**src/rtl/dlx_mul_pkg.sv**
```systemverilog
// Shared definitions for the DLX sequential multiplier: FSM encoding,
// step/latency constants and the adder request bundle.
package dlx_mul_pkg;

    localparam int MUL_W     = 32;
    localparam int MUL_STEPS = 32;
    localparam int CNT_W     = 5;
    localparam int MUL_LAT_U = 33;
    localparam int MUL_LAT_S = 37;

    // NEG_* encodings are only reachable when DLX_MUL_SIGNED_EN is defined.
    typedef enum logic [2:0] {
        ST_IDLE   = 3'd0,
        ST_RUN    = 3'd1,
        ST_FIN    = 3'd2,
        ST_NEG_A  = 3'd3,
        ST_NEG_B  = 3'd4,
        ST_NEG_LO = 3'd5,
        ST_NEG_HI = 3'd6
    } mul_state_t;

    typedef struct packed {
        logic [MUL_W-1:0] a;
        logic [MUL_W-1:0] b;
        logic             cin;
    } add_req_t;

endpackage

```
**src/rtl/dlx_seq_mul_adder.sv**
```systemverilog
// ADDER_DLX: carry-select adder, time-shared by the multiplier datapath.
// Each block precomputes sums for carry-in 0 and 1 and the ripple picks one.
module ADDER_DLX #(
    parameter int W   = 32,
    parameter int BLK = 8
) (
    input  logic [W-1:0] A,
    input  logic [W-1:0] B,
    input  logic         CIN,
    output logic [W-1:0] S,
    output logic         COUT
);
    localparam int NB = W / BLK;

    logic [NB:0] c;

    assign c[0] = CIN;

    for (genvar i = 0; i < NB; i++) begin : g_blk
        logic [BLK:0] s0;
        logic [BLK:0] s1;

        assign s0 = {1'b0, A[i*BLK +: BLK]} + {1'b0, B[i*BLK +: BLK]};
        assign s1 = {1'b0, A[i*BLK +: BLK]} + {1'b0, B[i*BLK +: BLK]} + {{BLK{1'b0}}, 1'b1};
        assign S[i*BLK +: BLK] = c[i] ? s1[BLK-1:0] : s0[BLK-1:0];
        assign c[i+1]          = c[i] ? s1[BLK]     : s0[BLK];
    end

    assign COUT = c[NB];

endmodule

```
**src/rtl/dlx_seq_mul.sv**
```systemverilog
// dlx_seq_mul: 32x32 shift-add multiplier, one step per clock through ADDER_DLX.
// Define DLX_MUL_SIGNED_EN to add the SIGNED port and the sign-fixup states.
module dlx_seq_mul
    import dlx_mul_pkg::*;
#(
    parameter int WIDTH = 32
) (
    input  logic               CLK,
    input  logic               RESET,
    input  logic               START,
    input  logic [WIDTH-1:0]   A,
    input  logic [WIDTH-1:0]   B,
`ifdef DLX_MUL_SIGNED_EN
    input  logic               SIGNED,
`endif
    output logic               BUSY,
    output logic               DONE,
    output logic [2*WIDTH-1:0] P
);

    mul_state_t       state;
    mul_state_t       state_nxt;

    logic [WIDTH-1:0] mc;
    logic [WIDTH-1:0] hi;
    logic [WIDTH-1:0] lo;
    logic [CNT_W-1:0] cnt;
    logic [2*WIDTH-1:0] p_q;
`ifdef DLX_MUL_SIGNED_EN
    logic             sgn;
    logic             neg;
    logic             negc;
`endif

    add_req_t         add_req;
    logic [WIDTH-1:0] add_s;
    logic             add_cout;
    logic             last_step;

    assign last_step = (cnt == CNT_W'(MUL_STEPS - 1));

    ADDER_DLX #(.W(WIDTH)) u_adder (
        .A    (add_req.a),
        .B    (add_req.b),
        .CIN  (add_req.cin),
        .S    (add_s),
        .COUT (add_cout)
    );

    always_ff @(posedge CLK or posedge RESET) begin
        if (RESET) state <= ST_IDLE;
        else       state <= state_nxt;
    end

    always_comb begin
        state_nxt = state;
        unique case (state)
            ST_IDLE: begin
`ifdef DLX_MUL_SIGNED_EN
                if (START) state_nxt = ST_NEG_A;
`else
                if (START) state_nxt = ST_RUN;
`endif
            end
            ST_RUN: begin
`ifdef DLX_MUL_SIGNED_EN
                if (last_step) state_nxt = ST_NEG_LO;
`else
                if (last_step) state_nxt = ST_FIN;
`endif
            end
`ifdef DLX_MUL_SIGNED_EN
            ST_NEG_A:  state_nxt = ST_NEG_B;
            ST_NEG_B:  state_nxt = ST_RUN;
            ST_NEG_LO: state_nxt = ST_NEG_HI;
            ST_NEG_HI: state_nxt = ST_FIN;
`endif
            ST_FIN:    state_nxt = ST_IDLE;
            default:   state_nxt = ST_IDLE;
        endcase
    end

    // Outputs and the single adder's input mux; negations are ~x + cin with B=0.
    always_comb begin
        BUSY        = (state != ST_IDLE);
        DONE        = (state == ST_FIN);
        add_req.a   = '0;
        add_req.b   = '0;
        add_req.cin = 1'b0;
        unique case (state)
            ST_RUN: begin
                add_req.a = hi;
                add_req.b = lo[0] ? mc : '0;
            end
`ifdef DLX_MUL_SIGNED_EN
            ST_NEG_A: begin
                add_req.a   = ~mc;
                add_req.cin = 1'b1;
            end
            ST_NEG_B, ST_NEG_LO: begin
                add_req.a   = ~lo;
                add_req.cin = 1'b1;
            end
            ST_NEG_HI: begin
                add_req.a   = ~hi;
                add_req.cin = negc;
            end
`endif
            default: ;
        endcase
    end

    always_ff @(posedge CLK or posedge RESET) begin
        if (RESET) begin
            mc   <= '0;
            hi   <= '0;
            lo   <= '0;
            cnt  <= '0;
            p_q  <= '0;
`ifdef DLX_MUL_SIGNED_EN
            sgn  <= 1'b0;
            neg  <= 1'b0;
            negc <= 1'b0;
`endif
        end else begin
            unique case (state)
                ST_IDLE: begin
                    if (START) begin
                        mc  <= A;
                        lo  <= B;
                        hi  <= '0;
                        cnt <= '0;
`ifdef DLX_MUL_SIGNED_EN
                        sgn <= SIGNED;
                        neg <= SIGNED & (A[WIDTH-1] ^ B[WIDTH-1]);
`endif
                    end
                end
                ST_RUN: begin
                    // COUT lands in HI[31], so no unsigned carry is dropped.
                    hi  <= {add_cout, add_s[WIDTH-1:1]};
                    lo  <= {add_s[0], lo[WIDTH-1:1]};
                    cnt <= cnt + CNT_W'(1);
`ifndef DLX_MUL_SIGNED_EN
                    if (last_step) p_q <= {add_cout, add_s, lo[WIDTH-1:1]};
`endif
                end
`ifdef DLX_MUL_SIGNED_EN
                ST_NEG_A: if (sgn && mc[WIDTH-1]) mc <= add_s;
                ST_NEG_B: if (sgn && lo[WIDTH-1]) lo <= add_s;
                ST_NEG_LO: begin
                    if (neg) begin
                        lo   <= add_s;
                        negc <= add_cout;
                    end
                end
                ST_NEG_HI: begin
                    if (neg) begin
                        hi  <= add_s;
                        p_q <= {add_s, lo};
                    end else begin
                        p_q <= {hi, lo};
                    end
                end
`endif
                default: ;
            endcase
        end
    end

    assign P = p_q;

endmodule
```
**config.mk**
```make
export PLATFORM = sky130hd
export DESIGN_NAME = dlx_seq_mul
export DESIGN_NICKNAME = d
export VERILOG_FILES = /design/src/rtl/dlx_mul_pkg.sv /design/src/rtl/dlx_seq_mul_adder.sv /design/src/rtl/dlx_seq_mul.sv
export SDC_FILE = /design/constraint.sdc
export NUM_CORES = 1
export LEC_CHECK = 0
export ABC_AREA = 1
export ABC_CLOCK_PERIOD_IN_PS = 11750
export CAP_MARGIN = 25
export CORE_UTILIZATION = 25
export CTS_CLUSTER_SIZE = 28
export DETAILED_ROUTE_END_ITERATION = 8
export PLACE_DENSITY_LB_ADDON = 0.08
export SYNTH_ARGS = -nofsm -noshare
export SYNTH_HDL_FRONTEND = slang
export SYNTH_SLANG_ARGS = --single-unit
```
**constraint.sdc**
```tcl
create_clock -name CLK -period 11.75 [get_ports CLK]
set_input_delay 1.7625 -clock CLK [delete_from_list [all_inputs] [get_ports CLK]]
set_output_delay 1.7625 -clock CLK [all_outputs]
set_load 0.02 [all_outputs]
```
==> flow_summary.toml, run 1 <==
[finish]
layout-drive-gt1-share = 0.0511
final_cell_mix = "367 x nand2_1, 167 x dfrtp_1, 136 x inv_1, 132 x clkdlybuf4s50_1, 86 x nor2_1"
layout_commonest_cell = "nand2_1"
multi_input_area_mm2 = 0.00411
seq_area_mm2 = 0.00418
fin_nets = 1366
final_cells = 1732
area_delta_synth_final_pct = 27.0
antenna_cells = 0
fillers = 3857

[synth]
syn-num-nets = 1255
synth_top_area_frac = 0.465
synthesis.area_mm2 = 0.00899
yosys_register_bits = 167
synth_cell_type_count = 39
avgSynthCellArea_um2 = 7.84
ys_seq_area_frac = 0.465
yosysTopAreaCell = "dfrtp_1"
synth_area_leaders = "dfrtp_1 46%, nand2_1 15%, inv_1 5.8%, ha_1 5.1%, o21ai_0 4.4%"
ys_warn_count = 0
synth_cells = 1147

[clocking]
clk_path_buf_depth = 2
cts_sinks = 167
ctsHoldBuffers = 0
path_clk_slew_ns = 0.07
clockRootBuffer = "clkbuf_16"
clock_latency_ns = 0.44
cts_post_setup_buffers_inserted = 0
ctsHtreeMaxLevel = 4
cts.repair.resized = 0
cts_buffers = 17
tritoncts = "built"

[sta]
finalCritPeriodShare = 0.344
fmax_mhz = 247
min_period_ns = 4.04
worstMarginPinSlew_ns = 0.936
hold_viol_final = 0
max_slew_margin = 0.376
fin_skew_ns = 0.0114
report.final.slew_viol_count = 0
setup-tns-final_ns = 0
setup-violations-final = 0
rsz0062_at_grt = "no"

[placement]
place_inst = 1699
hpwl_um = 17600
portBuffers = 132
gp_congestion = 0.780

[setup_path]
max_stage_delay_ns = 0.62
path_class = "register to register"
cp-start-kind = "register"
cp_data_required_time_ns = 12.07
path_cells = "nand2_2 > buf_4 > nor2_1 > ha_1 > fa_1 > ha_1 > inv_1 > nor2_2 > nand3_2 > nor2_4 > nand4_2 > nand2_4 > nand2_4 > nand2_4 > nand2_1 > nand3_1 > nand2_1"
worstRegToRegCells = 17
crit_arrival_ns = 4.36
crit_path_frequent_cell = "nand2_4"
cp_top_family = "simple AND/OR/NAND/NOR gates"
path_buf_inv = 2
cp_max_fo = 54
slowest_stage = "buf_4"
crit_cells = 17
worst_setup_path_end_kind = "register"

[route]
drtPass1Iterations = 4
routed_wl_um = 25600
routedWlPerCell_um = 14.8
vias_per_cell = 4.38
vias = 7580
drc_errors = 0
first_iter_violations = 436
route.antenna.remaining_nets = 0

[power_and_ir_drop]
p_leak_nw = 5.66
total_power_mw = 3.89
ir_worst_vdd_v = 0.000133
p_sw_mw = 1.84
pwr-share-clk = 0.155
p_int_mw = 2.04
swShare = 0.474
seqPwrFrac = 0.245
p_per_area_mw_per_mm2 = 340
pwr-share-comb = 0.600

[die]
initial_core_util = 0.253
fp.dieH_um = 192
pin_count = 133
die_area_mm2 = 0.0367
core_area_mm2 = 0.0355
row_count = 69
die_w_um = 192

[run_status]
status = "completed"

[global_routing]
grt_first_pass_wirelength_um = 42000
grt_pass1_vias = 7763
overflow = 0
antenna_found_initial = 0
grt_max_degree = 98
grtUsageTotal = 0.148

[min_path]
hold_path.class = "register to register"
min_delay_path_depth = 2

[job]
maxCapViolations = 0
==> registers in the layout (all words and copies together), names as in the netlist <==
name,flops
cnt,5
P,64
state,2
hi,32
lo,32
mc,32
==> metal layers <==
metal | track usage | vias up | wire length, um
met5 | 0 | - | 0
met4 | 0.0464 | 0 | 385
met3 | 0.0269 | 27 | 1020
met2 | 0.237 | 137 | 11500
met1 | 0.200 | 3525 | 12700
li1 | - | 3891 | -
==> logic make-up after synthesis <==
group           after synthesis  synth area share
compound gates              157             0.103
simple gates                562             0.260
fa+ha+maj                    41            0.0604
buf+inv                     190            0.0804
flops                       167             0.465
xor+xnor                     30            0.0309
==> worst reg2reg max path, cell delays in order (launching register included) <==
cell and delay (ns):
dfrtp_1 0.40, nand2_2 0.39, buf_4 0.63, nor2_1 0.14, ha_1 0.27, fa_1 0.52
ha_1 0.15, inv_1 0.05, nor2_2 0.11, nand3_2 0.11, nor2_4 0.15, nand4_2 0.19
nand2_4 0.23, nand2_4 0.15, nand2_4 0.16, nand2_1 0.09, nand3_1 0.11, nand2_1 0.07
==> metrics by stage <==
stage	worst slack (ns)	hold WS, ns	cell area (um2)	util
after floorplan	5.47	0.449	8990	-
after global placement	7.32	0.465	10800	0.304
after detailed placement	7.29	0.466	10800	0.304
after CTS	7.64	0.486	11400	0.321
after global routing	7.29	0.491	11400	0.322
final	7.71	0.478	11400	0.322
==> worst paths after layout <==
| check | from | endpoint | slack, ns |
|---|---|---|---|
| min in group asynchronous | RESET | P[25] | 1.79 |
| worst min register to register | mc[20] | mc[20] | 0.48 |
| worst min-delay path | mc[20] | mc[20] | 0.48 |
| worst max register to register | state[0] | P[57] | 7.71 |
| worst max-delay path | state[0] | P[57] | 7.71 |
| max in group asynchronous | RESET | mc[18] | 8.77 |
==> synth_stat cells, drive strengths merged <==
library cell,instances
nand3,52
o211ai,14
clkinv,1
o21ai,86
nor2,91
inv,139
a21oi,16
a221oi,18
a31oi,2
or2,1
clkbuf,40
nand2,375
dfrtp,167
nand4,11
buf,10
o21bai,2
a22o,2
nor3,21
nor3b,1
nand3b,9
fa,4
xor2,23
o22ai,17
ha,37
xnor2,7
nor4,1
==> final cells by class <==
type,instances,area share
flip-flops and latches,167,0.366
well taps,461,0.0505
clock buffers,19,0.0396
clock inverters,13,0.0149
multi-input cells,790,0.359
inverters,140,0.0464
repair buffers,142,0.123
==> power by group through the flow <==
stage               registers (mW)  logic (mW)  clock network (mW)
floorplan                     1.04        1.62                   0
global placement             0.961        2.35                   0
detailed placement           0.964        2.37                   0
CTS                          0.955        2.38               0.621
global route                 0.983        2.70               0.641
finish                       0.951        2.33               0.602
Note: power is estimated with default switching activity, not from simulation.
==> run 2: changes to the inputs <==
Settings changed: ABC_CLOCK_PERIOD_IN_PS 11750 to 3900.
Clock period 11.75 ns to 3.9 ns, I/O delays scaled along.
==> run 2 against run 1 <==
Hold slack worse by 0.012 ns. Sequential cell count unchanged. Die area unchanged. Final cell count up 0.52%. Core utilization up 0.17 points. Cell area up 0.54%. Combinational power rose to 3.1 times the previous value. Register-to-register slack worse by 7.1 ns. Critical path type unchanged. Critical endpoint is now hi[30]. Largest power group unchanged.
==> flow_summary.toml, run 2 (same netlist as run 1, synthesis figures left out) <==
[setup_path]
cp_max_fo = 19
crit_arrival_ns = 3.66
worstRegToRegCells = 16
path_class = "register to register"
cp-start-kind = "register"
worst_setup_path_end_kind = "register"
cp_data_required_time_ns = 4.23

[sta]
fin_ws_ns = 0.573
fin_skew_ns = 0.0146
fmax_mhz = 301
setup-violations-final = 0
report.final.slew_viol_count = 0
max_slew_margin = 0.397
min_period_ns = 3.33
rsz0062_at_grt = "no"
setup-tns-final_ns = 0
whs_ns = 0.466
hold_viol_final = 0
worstMarginPinSlew_ns = 0.905
finalCritPeriodShare = 0.853

[finish]
largest_register_ffs = 64
antenna_cells = 0
fin_util = 0.324
fin_nets = 1375
area_delta_synth_final_pct = 27.7
layout-drive-gt1-share = 0.0570
final_cell_mix = "367 x nand2_1, 167 x dfrtp_1, 136 x inv_1, 132 x clkdlybuf4s50_1, 86 x nor2_1"
final_area_mm2 = 0.0115
layout_commonest_cell = "nand2_1"
fillers = 3820

[clocking]
clk_path_buf_depth = 2
path_clk_slew_ns = 0.07
cts.repair.resized = 0
ctsHtreeMaxLevel = 4
clock_latency_ns = 0.45
cts_post_setup_buffers_inserted = 0
cts_sinks = 167
clockRootBuffer = "clkbuf_16"
ctsHoldBuffers = 0
cts_buffers = 17
tritoncts = "built"

[die]
initial_core_util = 0.253
core_area_mm2 = 0.0355
die_area_mm2 = 0.0367
pin_count = 133
die_w_um = 192
row_count = 69
fp.dieH_um = 192

[route]
drtPass1Iterations = 4
first_iter_violations = 290
route.antenna.remaining_nets = 0
routed_wl_um = 26100
routedWlPerCell_um = 15.0
vias_per_cell = 4.39
vias = 7636
drc_errors = 0

[power_and_ir_drop]
ir_worst_vdd_v = 0.000346
p_per_area_mw_per_mm2 = 1020
p_leak_nw = 5.69

[global_routing]
grt_pass1_vias = 7550
overflow = 0
grtUsageTotal = 0.149
grt_first_pass_wirelength_um = 42000
grt_max_degree = 84
antenna_found_initial = 0

[placement]
portBuffers = 132
gp_congestion = 0.790
place_area_mm2 = 0.0109
hpwl_um = 18600
preCtsSetupSlack_ns = 0.556

[min_path]
hold_path.class = "input port to asynchronous set/reset pin"

[run_status]
status = "completed"

[job]
maxCapViolations = 0
## run 2: cell count changes in the layout (fill, tap and decap cells not counted), sizes merged
cell,change
buf,+9
clkinvlp,+3
clkinv,-4
bufinv,-2
clkbuf,-1
inv,+4
## run 2: per-layer routing
| layer | share of wire | global-route usage | up-vias |
|---|---|---|---|
| met1 | 0.50 | 0.202 | 3586 |
| met4 | 0.011 | 0.0369 | 0 |
| met3 | 0.035 | 0.0318 | 16 |
| met2 | 0.46 | 0.239 | 128 |
| met5 | 0 | 0 | - |
| li1 | - | - | 3906 |
## run 2: worst max-delay path: stages (launching register included)
cell	delay [ns]
dfrtp_1	0.40
nand2_2	0.34
buf_4	0.27
nor2_1	0.10
fa_1	0.56
ha_1	0.15
inv_1	0.05
nor2_2	0.11
nand3_2	0.12
nor2_4	0.16
nand4_2	0.18
nand2_4	0.22
nand2_4	0.14
nand2_4	0.15
nand2_1	0.08
nand3_1	0.09
nand2_1	0.07
## run 2: worst paths after layout
| kind | start | end | slack, ns |
|---|---|---|---|
| max | state[0] | hi[30] | 0.57 |
| min | RESET | lo[27] | 0.47 |
| max reg2reg | state[0] | hi[30] | 0.57 |
| min reg2reg | mc[18] | mc[18] | 0.48 |
| max in group asynchronous | RESET | mc[13] | 2.85 |
| min in group CLK | mc[18] | mc[18] | 0.48 |
## run 2: report_power, final
group,switching [mW],internal [mW],total [mW]
logic,4.54,2.62,7.16
registers,0.347,2.54,2.89
clock network,0.797,0.896,1.69
## run 2: per-stage QoR
step	power (mW)	cells
after global placement	10.1	1709
after floorplan	7.99	1147
after detailed placement	10.2	1709
final	11.7	1741
after CTS	11.9	1741
after global routing	13.0	1741
## run 2: final cells by class
| class | count | area, um2 | share of cell area |
|---|---|---|---|
| clock inverters | 14 | 139 | 0.0121 |
| repair buffers | 151 | 1530 | 0.133 |
| multi-input cells | 790 | 4110 | 0.358 |
| well taps | 461 | 577 | 0.0502 |
| inverters | 140 | 529 | 0.0461 |
| flip-flops and latches | 167 | 4180 | 0.364 |
| clock buffers | 18 | 429 | 0.0374 |
